## src/rtl/cmos_pkg.sv

```systemverilog
// Shared constants for the OV7670-style stream generator: default timing,
// pattern encodings, FSM state codes and the colour-bar palette.
package cmos_pkg;

  localparam int H_ACTIVE_DEF = 640;
  localparam int H_BLANK_DEF  = 144;
  localparam int V_SYNC_DEF   = 3;
  localparam int V_BACK_DEF   = 17;
  localparam int V_ACTIVE_DEF = 480;
  localparam int V_FRONT_DEF  = 10;

  localparam logic [1:0] PAT_BARS  = 2'd0;
  localparam logic [1:0] PAT_GRAD  = 2'd1;
  localparam logic [1:0] PAT_SOLID = 2'd2;

  localparam logic [2:0] ST_IDLE   = 3'd0;
  localparam logic [2:0] ST_VSYNC  = 3'd1;
  localparam logic [2:0] ST_VBACK  = 3'd2;
  localparam logic [2:0] ST_ACTIVE = 3'd3;
  localparam logic [2:0] ST_VFRONT = 3'd4;

  localparam logic [15:0] BAR_WHITE   = 16'hFFFF;
  localparam logic [15:0] BAR_YELLOW  = 16'hFFE0;
  localparam logic [15:0] BAR_CYAN    = 16'h07FF;
  localparam logic [15:0] BAR_GREEN   = 16'h07E0;
  localparam logic [15:0] BAR_MAGENTA = 16'hF81F;
  localparam logic [15:0] BAR_RED     = 16'hF800;
  localparam logic [15:0] BAR_BLUE    = 16'h001F;
  localparam logic [15:0] BAR_BLACK   = 16'h0000;

  function automatic logic [15:0] bar_rgb(input logic [2:0] idx);
    logic [15:0] rgb;
    case (idx)
      3'd0:    rgb = BAR_WHITE;
      3'd1:    rgb = BAR_YELLOW;
      3'd2:    rgb = BAR_CYAN;
      3'd3:    rgb = BAR_GREEN;
      3'd4:    rgb = BAR_MAGENTA;
      3'd5:    rgb = BAR_RED;
      3'd6:    rgb = BAR_BLUE;
      default: rgb = BAR_BLACK;
    endcase
    return rgb;
  endfunction

endpackage

```

## src/rtl/cmos_pclk_gen.sv

```systemverilog
// Free-running pixel-clock divider; tick_o marks the sysclk cycle whose
// closing edge drives pclk 1->0, the only moment stream outputs may change.
module cmos_pclk_gen #(
  parameter int PCLK_HALF = 2
) (
  input  logic clk_i,
  input  logic rst_n_i,
  output logic pclk_o,
  output logic tick_o
);

  localparam int DW = (PCLK_HALF > 1) ? $clog2(PCLK_HALF) : 1;
  localparam logic [DW-1:0] DIV_LAST = DW'(PCLK_HALF - 1);

  logic [DW-1:0] div_q, div_d;
  logic          pclk_q, pclk_d;
  logic          wrap;

  always_comb begin
    wrap   = (div_q == DIV_LAST);
    div_d  = wrap ? '0 : div_q + 1'b1;
    pclk_d = wrap ? ~pclk_q : pclk_q;
  end

  always_ff @(posedge clk_i) begin
    if (!rst_n_i) begin
      div_q  <= '0;
      pclk_q <= 1'b0;
    end else begin
      div_q  <= div_d;
      pclk_q <= pclk_d;
    end
  end

  assign pclk_o = pclk_q;
  assign tick_o = wrap & pclk_q;

endmodule

```

## src/rtl/cmos_stream_gen.sv

```systemverilog
// Camera-side pixel stream source: frame FSM, byte/line counters and test
// pattern mux, all stepped once per falling pclk edge.
module cmos_stream_gen
  import cmos_pkg::*;
#(
  parameter int PCLK_HALF = 2,
  parameter int H_ACTIVE  = H_ACTIVE_DEF,
  parameter int H_BLANK   = H_BLANK_DEF,
  parameter int V_SYNC    = V_SYNC_DEF,
  parameter int V_BACK    = V_BACK_DEF,
  parameter int V_ACTIVE  = V_ACTIVE_DEF,
  parameter int V_FRONT   = V_FRONT_DEF
) (
  input  logic        sysclk,
  input  logic        sysrst,
  input  logic        en,
  input  logic [1:0]  pattern,
  input  logic [15:0] solid_rgb,
  output logic        cmos_pclk,
  output logic        cmos_vsync,
  output logic        cmos_href,
  output logic [7:0]  cmos_db,
  output logic        frame_start,
  output logic [15:0] frame_count
);

  localparam int LINE_T = 2 * (H_ACTIVE + H_BLANK);
  localparam int BC_W   = $clog2(LINE_T);
  localparam int V_M1   = (V_SYNC > V_BACK) ? V_SYNC : V_BACK;
  localparam int V_M2   = (V_ACTIVE > V_FRONT) ? V_ACTIVE : V_FRONT;
  localparam int V_MAX  = (V_M1 > V_M2) ? V_M1 : V_M2;
  localparam int LC_W   = (V_MAX > 1) ? $clog2(V_MAX + 1) : 1;
  localparam int BAR_W  = H_ACTIVE / 8;
  localparam int BPW    = (BAR_W > 1) ? $clog2(BAR_W) : 1;

  localparam logic [BC_W-1:0] BC_LAST   = BC_W'(LINE_T - 1);
  localparam logic [BC_W-1:0] BC_HREF   = BC_W'(2 * H_ACTIVE);
  localparam logic [BPW-1:0]  BAR_LAST  = BPW'(BAR_W - 1);

  logic tick;

  cmos_pclk_gen #(
    .PCLK_HALF (PCLK_HALF)
  ) u_pclk (
    .clk_i   (sysclk),
    .rst_n_i (sysrst),
    .pclk_o  (cmos_pclk),
    .tick_o  (tick)
  );

  logic [2:0]      state_q, state_d;
  logic [BC_W-1:0] bc_q, bc_d;
  logic [LC_W-1:0] lc_q, lc_d;
  logic [1:0]      pat_q, pat_d;
  logic [15:0]     solid_q, solid_d;
  logic [15:0]     fc_q, fc_d;
  logic            start_q, start_d;
  logic [BPW-1:0]  bar_px_q, bar_px_d;
  logic [2:0]      bar_idx_q, bar_idx_d;
  logic            vsync_q, vsync_d;
  logic            href_q, href_d;
  logic [7:0]      db_q, db_d;

  logic            line_end;
  logic            lc_last;
  logic [4:0]      grad_x;
  logic [5:0]      grad_y;
  logic [15:0]     pix;

  always_comb begin
    case (state_q)
      ST_VSYNC:  lc_last = (lc_q == LC_W'(V_SYNC - 1));
      ST_VBACK:  lc_last = (lc_q == LC_W'(V_BACK - 1));
      ST_ACTIVE: lc_last = (lc_q == LC_W'(V_ACTIVE - 1));
      ST_VFRONT: lc_last = (lc_q == LC_W'(V_FRONT - 1));
      default:   lc_last = 1'b0;
    endcase
    line_end = (bc_q == BC_LAST);
  end

  // Counters and state describe the byte slot that the outputs currently hold.
  always_comb begin
    state_d = state_q;
    bc_d    = bc_q;
    lc_d    = lc_q;
    pat_d   = pat_q;
    solid_d = solid_q;
    fc_d    = fc_q;
    start_d = 1'b0;
    if (tick) begin
      if (state_q == ST_IDLE) begin
        bc_d = '0;
        lc_d = '0;
        if (en) begin
          state_d = ST_VSYNC;
          pat_d   = pattern;
          solid_d = solid_rgb;
          start_d = 1'b1;
        end
      end else begin
        bc_d = line_end ? '0 : bc_q + 1'b1;
        if (line_end) begin
          if (lc_last) begin
            lc_d = '0;
            case (state_q)
              ST_VSYNC:  state_d = ST_VBACK;
              ST_VBACK:  state_d = ST_ACTIVE;
              ST_ACTIVE: state_d = ST_VFRONT;
              default: begin
                fc_d = fc_q + 16'd1;
                if (en) begin
                  state_d = ST_VSYNC;
                  pat_d   = pattern;
                  solid_d = solid_rgb;
                  start_d = 1'b1;
                end else begin
                  state_d = ST_IDLE;
                end
              end
            endcase
          end else begin
            lc_d = lc_q + 1'b1;
          end
        end
      end
    end
  end

  // Bar position advances by counting pixels rather than dividing x.
  always_comb begin
    bar_px_d  = bar_px_q;
    bar_idx_d = bar_idx_q;
    if (tick) begin
      if (bc_d == '0) begin
        bar_px_d  = '0;
        bar_idx_d = '0;
      end else if (bc_q[0]) begin
        if (bar_px_q == BAR_LAST) begin
          bar_px_d  = '0;
          bar_idx_d = bar_idx_q + 3'd1;
        end else begin
          bar_px_d = bar_px_q + 1'b1;
        end
      end
    end
  end

  always_comb begin
    grad_x = 5'(bc_d >> 5);
    grad_y = 6'(lc_d >> 3);
    case (pat_d)
      PAT_BARS: pix = bar_rgb(bar_idx_d);
      PAT_GRAD: pix = {grad_x, grad_y, fc_q[4:0]};
      default:  pix = solid_d;
    endcase
    vsync_d = vsync_q;
    href_d  = href_q;
    db_d    = db_q;
    if (tick) begin
      vsync_d = (state_d == ST_VSYNC);
      href_d  = (state_d == ST_ACTIVE) && (bc_d < BC_HREF);
      if (!href_d) begin
        db_d = 8'h00;
      end else begin
        db_d = bc_d[0] ? pix[7:0] : pix[15:8];
      end
    end
  end

  always_ff @(posedge sysclk) begin
    if (!sysrst) begin
      state_q   <= ST_IDLE;
      bc_q      <= '0;
      lc_q      <= '0;
      pat_q     <= PAT_BARS;
      solid_q   <= '0;
      fc_q      <= '0;
      start_q   <= 1'b0;
      bar_px_q  <= '0;
      bar_idx_q <= '0;
      vsync_q   <= 1'b0;
      href_q    <= 1'b0;
      db_q      <= 8'h00;
    end else begin
      state_q   <= state_d;
      bc_q      <= bc_d;
      lc_q      <= lc_d;
      pat_q     <= pat_d;
      solid_q   <= solid_d;
      fc_q      <= fc_d;
      start_q   <= start_d;
      bar_px_q  <= bar_px_d;
      bar_idx_q <= bar_idx_d;
      vsync_q   <= vsync_d;
      href_q    <= href_d;
      db_q      <= db_d;
    end
  end

  assign cmos_vsync  = vsync_q;
  assign cmos_href   = href_q;
  assign cmos_db     = db_q;
  assign frame_start = start_q;
  assign frame_count = fc_q;

endmodule

```

## config.mk

```make
export PLATFORM = sky130hd
export DESIGN_NAME = cmos_stream_gen
export DESIGN_NICKNAME = d
export VERILOG_FILES = /design/src/rtl/cmos_pkg.sv /design/src/rtl/cmos_pclk_gen.sv /design/src/rtl/cmos_stream_gen.sv
export SDC_FILE = /design/constraint.sdc
export NUM_CORES = 1
export LEC_CHECK = 0
export BUFFER_PORTS_ARGS = -buffer_cell sky130_fd_sc_hd__buf_4
export CAP_MARGIN = 0
export CORE_MARGIN = 2
export CORE_UTILIZATION = 59
export CTS_CLUSTER_DIAMETER = 60
export CTS_CLUSTER_SIZE = 24
export DETAILED_ROUTE_END_ITERATION = 8
export PLACE_DENSITY = 0.76
export SYNTH_ARGS = -nofsm -noshare
export SYNTH_HDL_FRONTEND = slang
export SYNTH_SLANG_ARGS = --single-unit
```

## constraint.sdc

```tcl
create_clock -name sysclk -period 3.8 [get_ports sysclk]
set_input_delay 0.38 -clock sysclk [delete_from_list [all_inputs] [get_ports sysclk]]
set_output_delay 0.38 -clock sysclk [all_outputs]
set_load 0.005 [all_outputs]
```

# Yosys cells after proc, flatten, opt, wreduce, memory -nomap -nowiden
# Index checks and enable logic that the tools add are counted.
[op_classes]
mux = 43
eq_ne = 19
bitwise_logic = 5
n_reduce_logical = 13
add_sub_neg = 6
n_lt_le_gt_ge = 1
[op_table]
columns = ["cell", "n"]
rows = [
  ["case mux 16 bit (7 select lines)", 1],
  ["2-to-1 mux 16 bit", 6],
  ["2-to-1 mux 9 bit", 4],
  ["2-to-1 mux 11 bit", 3],
  ["case mux 16 bit (2 select lines)", 1],
  ["2-to-1 mux 3 bit", 9],
  ["2-to-1 mux 7 bit", 3],
  ["adder 16 x 1 -> 16 bit, second input constant", 1],
  ["2-to-1 mux 8 bit", 2],
  ["== test 3 x 2 -> 1 bit, second input constant", 5],
  ["== test 3 bit, second input constant", 4],
  ["2-to-1 mux 2 bit", 6],
  ["adder 11 x 1 -> 11 bit, second input constant", 1],
  ["== test 11 bit, second input constant", 1],
  ["logical NOT 11 bit", 1],
  ["< comparator 11 bit, second input constant", 1],
  ["adder 9 x 1 -> 9 bit, second input constant", 1],
  ["== test 3 x 1 -> 1 bit, second input constant", 3],
  ["== test 9 x 2 -> 1 bit, second input constant", 1],
  ["== test 9 x 4 -> 1 bit, second input constant", 1],
  ["== test 9 x 5 -> 1 bit, second input constant", 1],
  ["== test 9 bit, second input constant", 1],
  ["case mux 3 bit (3 select lines)", 1],
  ["adder 7 x 1 -> 7 bit, second input constant", 1],
  ["16 further kinds", 28],
]
[totals]
reg_bits = 80
word_cells = 102
input_bits = 21
output_inout_bits = 28

# Logic depth before layout (Yosys ltp)
[logic_depth]
word_depth = 12
ltp_mapped = 12
mapped_depth_nobuf = 10

# Hierarchy
# From an unflattened synthesis, not the netlist that was laid out.
[hier_totals]
cells_unflattened = 553
area_unflattened_um2 = 4588.2
[modules_own_cells]
columns = ["mod", "n_inst", "area_per_inst_um2", "cells_each", "seq_area_each_um2"]
rows = [
  ["cmos_stream_gen", 1, 4516.8, 547, 1561.5],
  ["cmos_pclk_gen", 1, 71.3, 6, 40.0],
]

# Worst setup path before layout
# Ideal clock, no wire load.
[synth_timing]
path_type = "reg-to-reg"
startpoint = "register state_q[1]"
endpoint = "register db_q[5], in the netlist cmos_db[5]"
t_arrival_ps = 2820
stages_incl_launch_ff = 10
n_path_buf = 0
slack_ps = 920
period_less_slack_ps = 2880
required_time_ps = 3741
setup_time_ps = 59
cell_sequence = "dfxtp_1 or3b_1 a211oi_1 o32ai_2 nor3_1 mux2i_1 or4b_1 a31o_1 o41ai_2 a41o_1"
[synth_between]
elab_chain_len = 11
elab_cells_between_ends = 48
cone_classes = "1 x order compare; 12 x eq/ne; 29 x mux; 6 x reduce/logical"
[synth_lines]
columns = ["item", "line", "source"]
rows = [
  ["start, declared", "cmos_stream_gen.sv:51", "logic [2:0] state_q, state_d;"],
  ["start signal, assigned", "cmos_stream_gen.sv:185", "state_q <= state_d;"],
  ["logical NOT 3 bit (tied with other cells)", "cmos_stream_gen.sv:91", "if (state_q == ST_IDLE) begin"],
  ["2-to-1 mux 11 bit / OR reduction 3 bit (equally long branches)", "--", ""],
  ["2-to-1 mux 11 bit / 2-to-1 mux 2 bit (equally long branches)", "cmos_stream_gen.sv:90, cmos_stream_gen.sv:105", ""],
  ["logical NOT 11 bit / 2-to-1 mux 2 bit (equally long branches)", "cmos_stream_gen.sv:134, cmos_stream_gen.sv:103", ""],
  ["2-to-1 mux 3 bit / 2-to-1 mux 2 bit (equally long branches)", "cmos_stream_gen.sv:134, cmos_stream_gen.sv:102", ""],
  ["2-to-1 mux 3 bit / 2-to-1 mux 2 bit (equally long branches)", "cmos_stream_gen.sv:133, cmos_stream_gen.sv:91", ""],
  ["== test 3 bit (tied with other cells)", "cmos_pkg.sv:33", "case (idx)"],
  ["case mux 16 bit (7 select lines) (tied with other cells)", "cmos_pkg.sv:33", ""],
  ["case mux 16 bit (2 select lines)", "cmos_stream_gen.sv:151", "case (pat_d)"],
  ["2-to-1 mux 8 bit", "cmos_stream_gen.sv:165", "db_d = bc_d[0] ? pix[7:0] : pix[15:8];"],
  ["2-to-1 mux 8 bit (*)", "cmos_stream_gen.sv:162", "if (!href_d) begin"],
  ["end signal, assigned", "cmos_stream_gen.sv:183", "db_q <= 8'h00;"],
  ["end signal, assigned", "cmos_stream_gen.sv:196", "db_q <= db_d;"],
  ["end, declared", "cmos_stream_gen.sv:62", "logic [7:0] db_q, db_d;"],
]
# Every way passes the cells marked *; elsewhere a longest branch is shown, timed or not. The select of a mux whose other input is x is not followed.
# A chain may end at the register's enable or synchronous reset.

# Final worst setup path
[layout_timing]
startpoint = "register state_q[0]"
endpoint = "register db_q[5], in the netlist cmos_db[5]"
# Same word-level chain as after synthesis.

==> results.cfg <==
[detailed_routing]
drt_iter0_drc = 210
wl_um = 10900
num_vias = 3994
vias_per_cell = 5.95
drtAntennaViolNets = 0
drc_errors = 0
drt-pass1-iter-count = 5
post_drt_wl_per_cell_um = 16.3

[timing]
fin_tns_setup_ps = 0
setup_viol = 0
whs_ps = 286
final.period_utilization = 0.938
slew-limit-headroom = 0.609
hold_viol_final = 0
fmax_ghz = 0.281
skew_ps = 9.51
worst_pin_slew_ps = 581
period_minus_slack_ps = 3560
rsz0062_at_grt = false
slew_violations = 0
setup_slack_ps = 236

[critical_path]
crit_type = reg2reg
critPathBufInv = 0
critPathTopFamily = simple AND/OR/NAND/NOR gates
path_cells = or3b_1, a211oi_1, o32ai_2, nor4b_4, o21ai_1, or4b_1, a31o_1, o41ai_2, a41o_1
cp.required_ps = 4100
crit_arrival_ps = 3860
cp_max_fo = 14
cpMaxStageDelayCell = or4b_1
r2r_slack_ps = 240
max_stage_delay_ps = 610
cp-end-kind = register
r2r_start = state_q[0]$_SDFF_PN0_
ff2ff_path_depth = 9
start_kind = register
timing.rr.end = cmos_db[5]$_SDFFE_PN0P_

[clock_tree]
cts_max_level = 3
clockBufferDepth = 2
cts_post_setup_buffers_inserted = 0
clk_pin_slew_worst_paths_ps = 90
cts_hold_buf = 0
cts_sinks = 80
cts_tree = yes
cts_root_buffer = clkbuf_8
clock_latency_ps = 360
numCtsBuffers = 9

[floorplan]
start_util = 0.608
std_cell_rows = 31
die_h_um = 90.5
fp.coreArea_um2 = 7250
ios = 49
dieWidth_um = 90.5
die_area_um2 = 8180

[synthesis]
yosys.area.top_type = dfxtp_1
netlist.area_leader.share = 0.363
synth_cells = 526
yosys_most_used_dff = dfxtp_1
synthTopCellsByArea = dfxtp_1, mux2i_1, nand2_1
yosysSeqAreaShare = 0.363
ys_warn_count = 0
synth_nets = 552
synth_cell_types = 66
avgSynthCellArea_um2 = 8.38
synth-seq-cells = 80
synth.cell_area_um2 = 4410
synth_edf_count = 0
async_flop_share = 0

[power_and_ir_drop]
power.leakage_nw = 2.05
ir_drop_mv = 0.183
p_per_area_nw_per_um2 = 316

[final_layout]
fin_nets = 593
synthToLayoutAreaGrowth_pct = 15.2
final_util = 0.701
layout.cells.non_filler = 671
drive_gt1_frac = 0.150
diodes = 0

[flow_run]
cap_violations = 0

[place]
post-place-cells = 655
preCtsSetupSlack_ps = 230
place_congestion = 0.927
numPortBuffers = 48
place_hpwl_um = 7900

[global_routing]
grt_overflow = 0
gr-usage-all-layers = 0.270
grt_pass1_vias = 3725
grt_pass1_wl_um = 18000
grt_max_degree = 53
antenna_found_initial = 0

[outcome]
status = complete, no violations

[min_path]
hold_path.class = in2reg
hold_start = solid_rgb[7]
whs_endpoint = solid_q[7]$_SDFF_PN0_
whs_path_depth = 3
[flip-flops by register name, indices dropped and copies added, names as in the netlist]
| name | count |
|---|---|
| pat_q | 2 |
| bar_px_q | 7 |
| lc_q | 9 |
| state_q | 3 |
| cmos_db | 8 |
| frame_start | 1 |
| frame_count | 16 |
| u_pclk.div_q | 1 |
| bc_q | 11 |
| cmos_href | 1 |
| cmos_vsync | 1 |
| u_pclk.pclk_o | 1 |
| solid_q | 16 |
| bar_idx_q | 3 |
[layer usage]
| metal | share of wire | global-route usage | up-vias |
|---|---|---|---|
| met4 | 0.018 | 0.0833 | 0 |
| met2 | 0.49 | 0.457 | 120 |
| li1 | - | - | 1959 |
| met1 | 0.44 | 0.339 | 1896 |
| met3 | 0.056 | 0.0651 | 19 |
| met5 | 0 | 0 | - |
[cell usage in the layout (no fill, tap or decap), types with 4 or more instances in the layout]
cell type,count
a21boi_0,5
a21boi_1,6
a21oi_1,7
a221o_1,4
and2_1,31
and3_1,13
buf_4,58
clkbuf_8,9
dfxtp_1,79
ha_1,5
inv_1,15
mux2i_1,23
nand2_1,53
nand2b_1,7
nand3_1,18
nand3b_1,4
nand4_1,9
nor2_1,36
nor2b_1,25
nor3_1,11
nor3b_1,8
nor4_1,5
o211ai_1,8
o21a_1,6
o21ai_0,24
o22ai_1,5
or3_1,8
xnor2_1,15
xor2_1,12
[timing repair]
action	CTS	global route
hold endpoints to repair	0	0
setup endpoints to repair	0	7
gates resized for setup	0	3
[cells by family after synthesis]
family / synth area share
and+or+nand+nor: 0.304
AOI/OAI and AO/OA: 0.172
DFF: 0.363
buffers and inverters: 0.0383
xor gates and xnor gates: 0.0536
muxes: 0.0548
adders and majority gates: 0.0142
[synth_stat cells (7+ instances only)]
library cell and count:
nand4_1 9, nor3b_1 8, nand2b_1 7, nor3_1 12
nor2_1 36, dfxtp_1 80, clkbuf_1 20, o211ai_1 8
xnor2_1 15, and3_1 13, and2_1 31, nand3_1 18
inv_1 15, xor2_1 12, a21oi_1 7, o21ai_0 24
nor2b_1 25, or3_1 8, mux2i_1 23, nand2_1 53
[per-stage QoR]
| step | area [um2] | power [mW] |
|---|---|---|
| after CTS | 5070 | 1.62 |
| after global routing | 5080 | 1.66 |
| after detailed placement | 4870 | 0.972 |
| final | 5080 | 1.61 |
| after global placement | 4870 | 0.970 |
| after floorplan | 4410 | 0.930 |
[worst register-to-register path, stage by stage (launching register included)]
cell and delay, ps:
dfxtp_1 590, or3b_1 390, a211oi_1 320, o32ai_2 190, nor4b_4 530, o21ai_1 140
or4b_1 610, a31o_1 270, o41ai_2 340, a41o_1 130
[final cells by class]
cell class / count / area, um2
flip-flops and latches: 80 / 1600
clock inverters: 7 / 77.6
clock buffers: 9 / 124
inverters: 15 / 56.3
multi-input cells: 403 / 2660
repair buffers: 58 / 435
well taps: 99 / 124
fillers: 611 / 2170
[report_power, final]
group | switching, mW | internal (mW) | leakage [nW]
registers | 0.0100 | 0.845 | 0.646
logic | 0.0541 | 0.0436 | 1.30
clock network | 0.343 | 0.311 | 0.101
[worst max path at each step]
stage / from / end / slack [ps] / cells past startpoint
after floorplan: state_q[1]$_SDFF_PN0_ / cmos_db[5]$_SDFFE_PN0P_ / 920 / 9
after global placement: state_q[2]$_SDFF_PN0_ / cmos_db[4]$_SDFFE_PN0P_ / 430 / 9
after detailed placement: state_q[0]$_SDFF_PN0_ / cmos_db[3]$_SDFFE_PN0P_ / 230 / 9
after CTS: state_q[0]$_SDFF_PN0_ / cmos_db[3]$_SDFFE_PN0P_ / 210 / 9
after global routing: state_q[0]$_SDFF_PN0_ / cmos_db[6]$_SDFFE_PN0P_ / 70 / 9
final: state_q[0]$_SDFF_PN0_ / cmos_db[5]$_SDFFE_PN0P_ / 240 / 9
(Power assumes the default switching activity.)
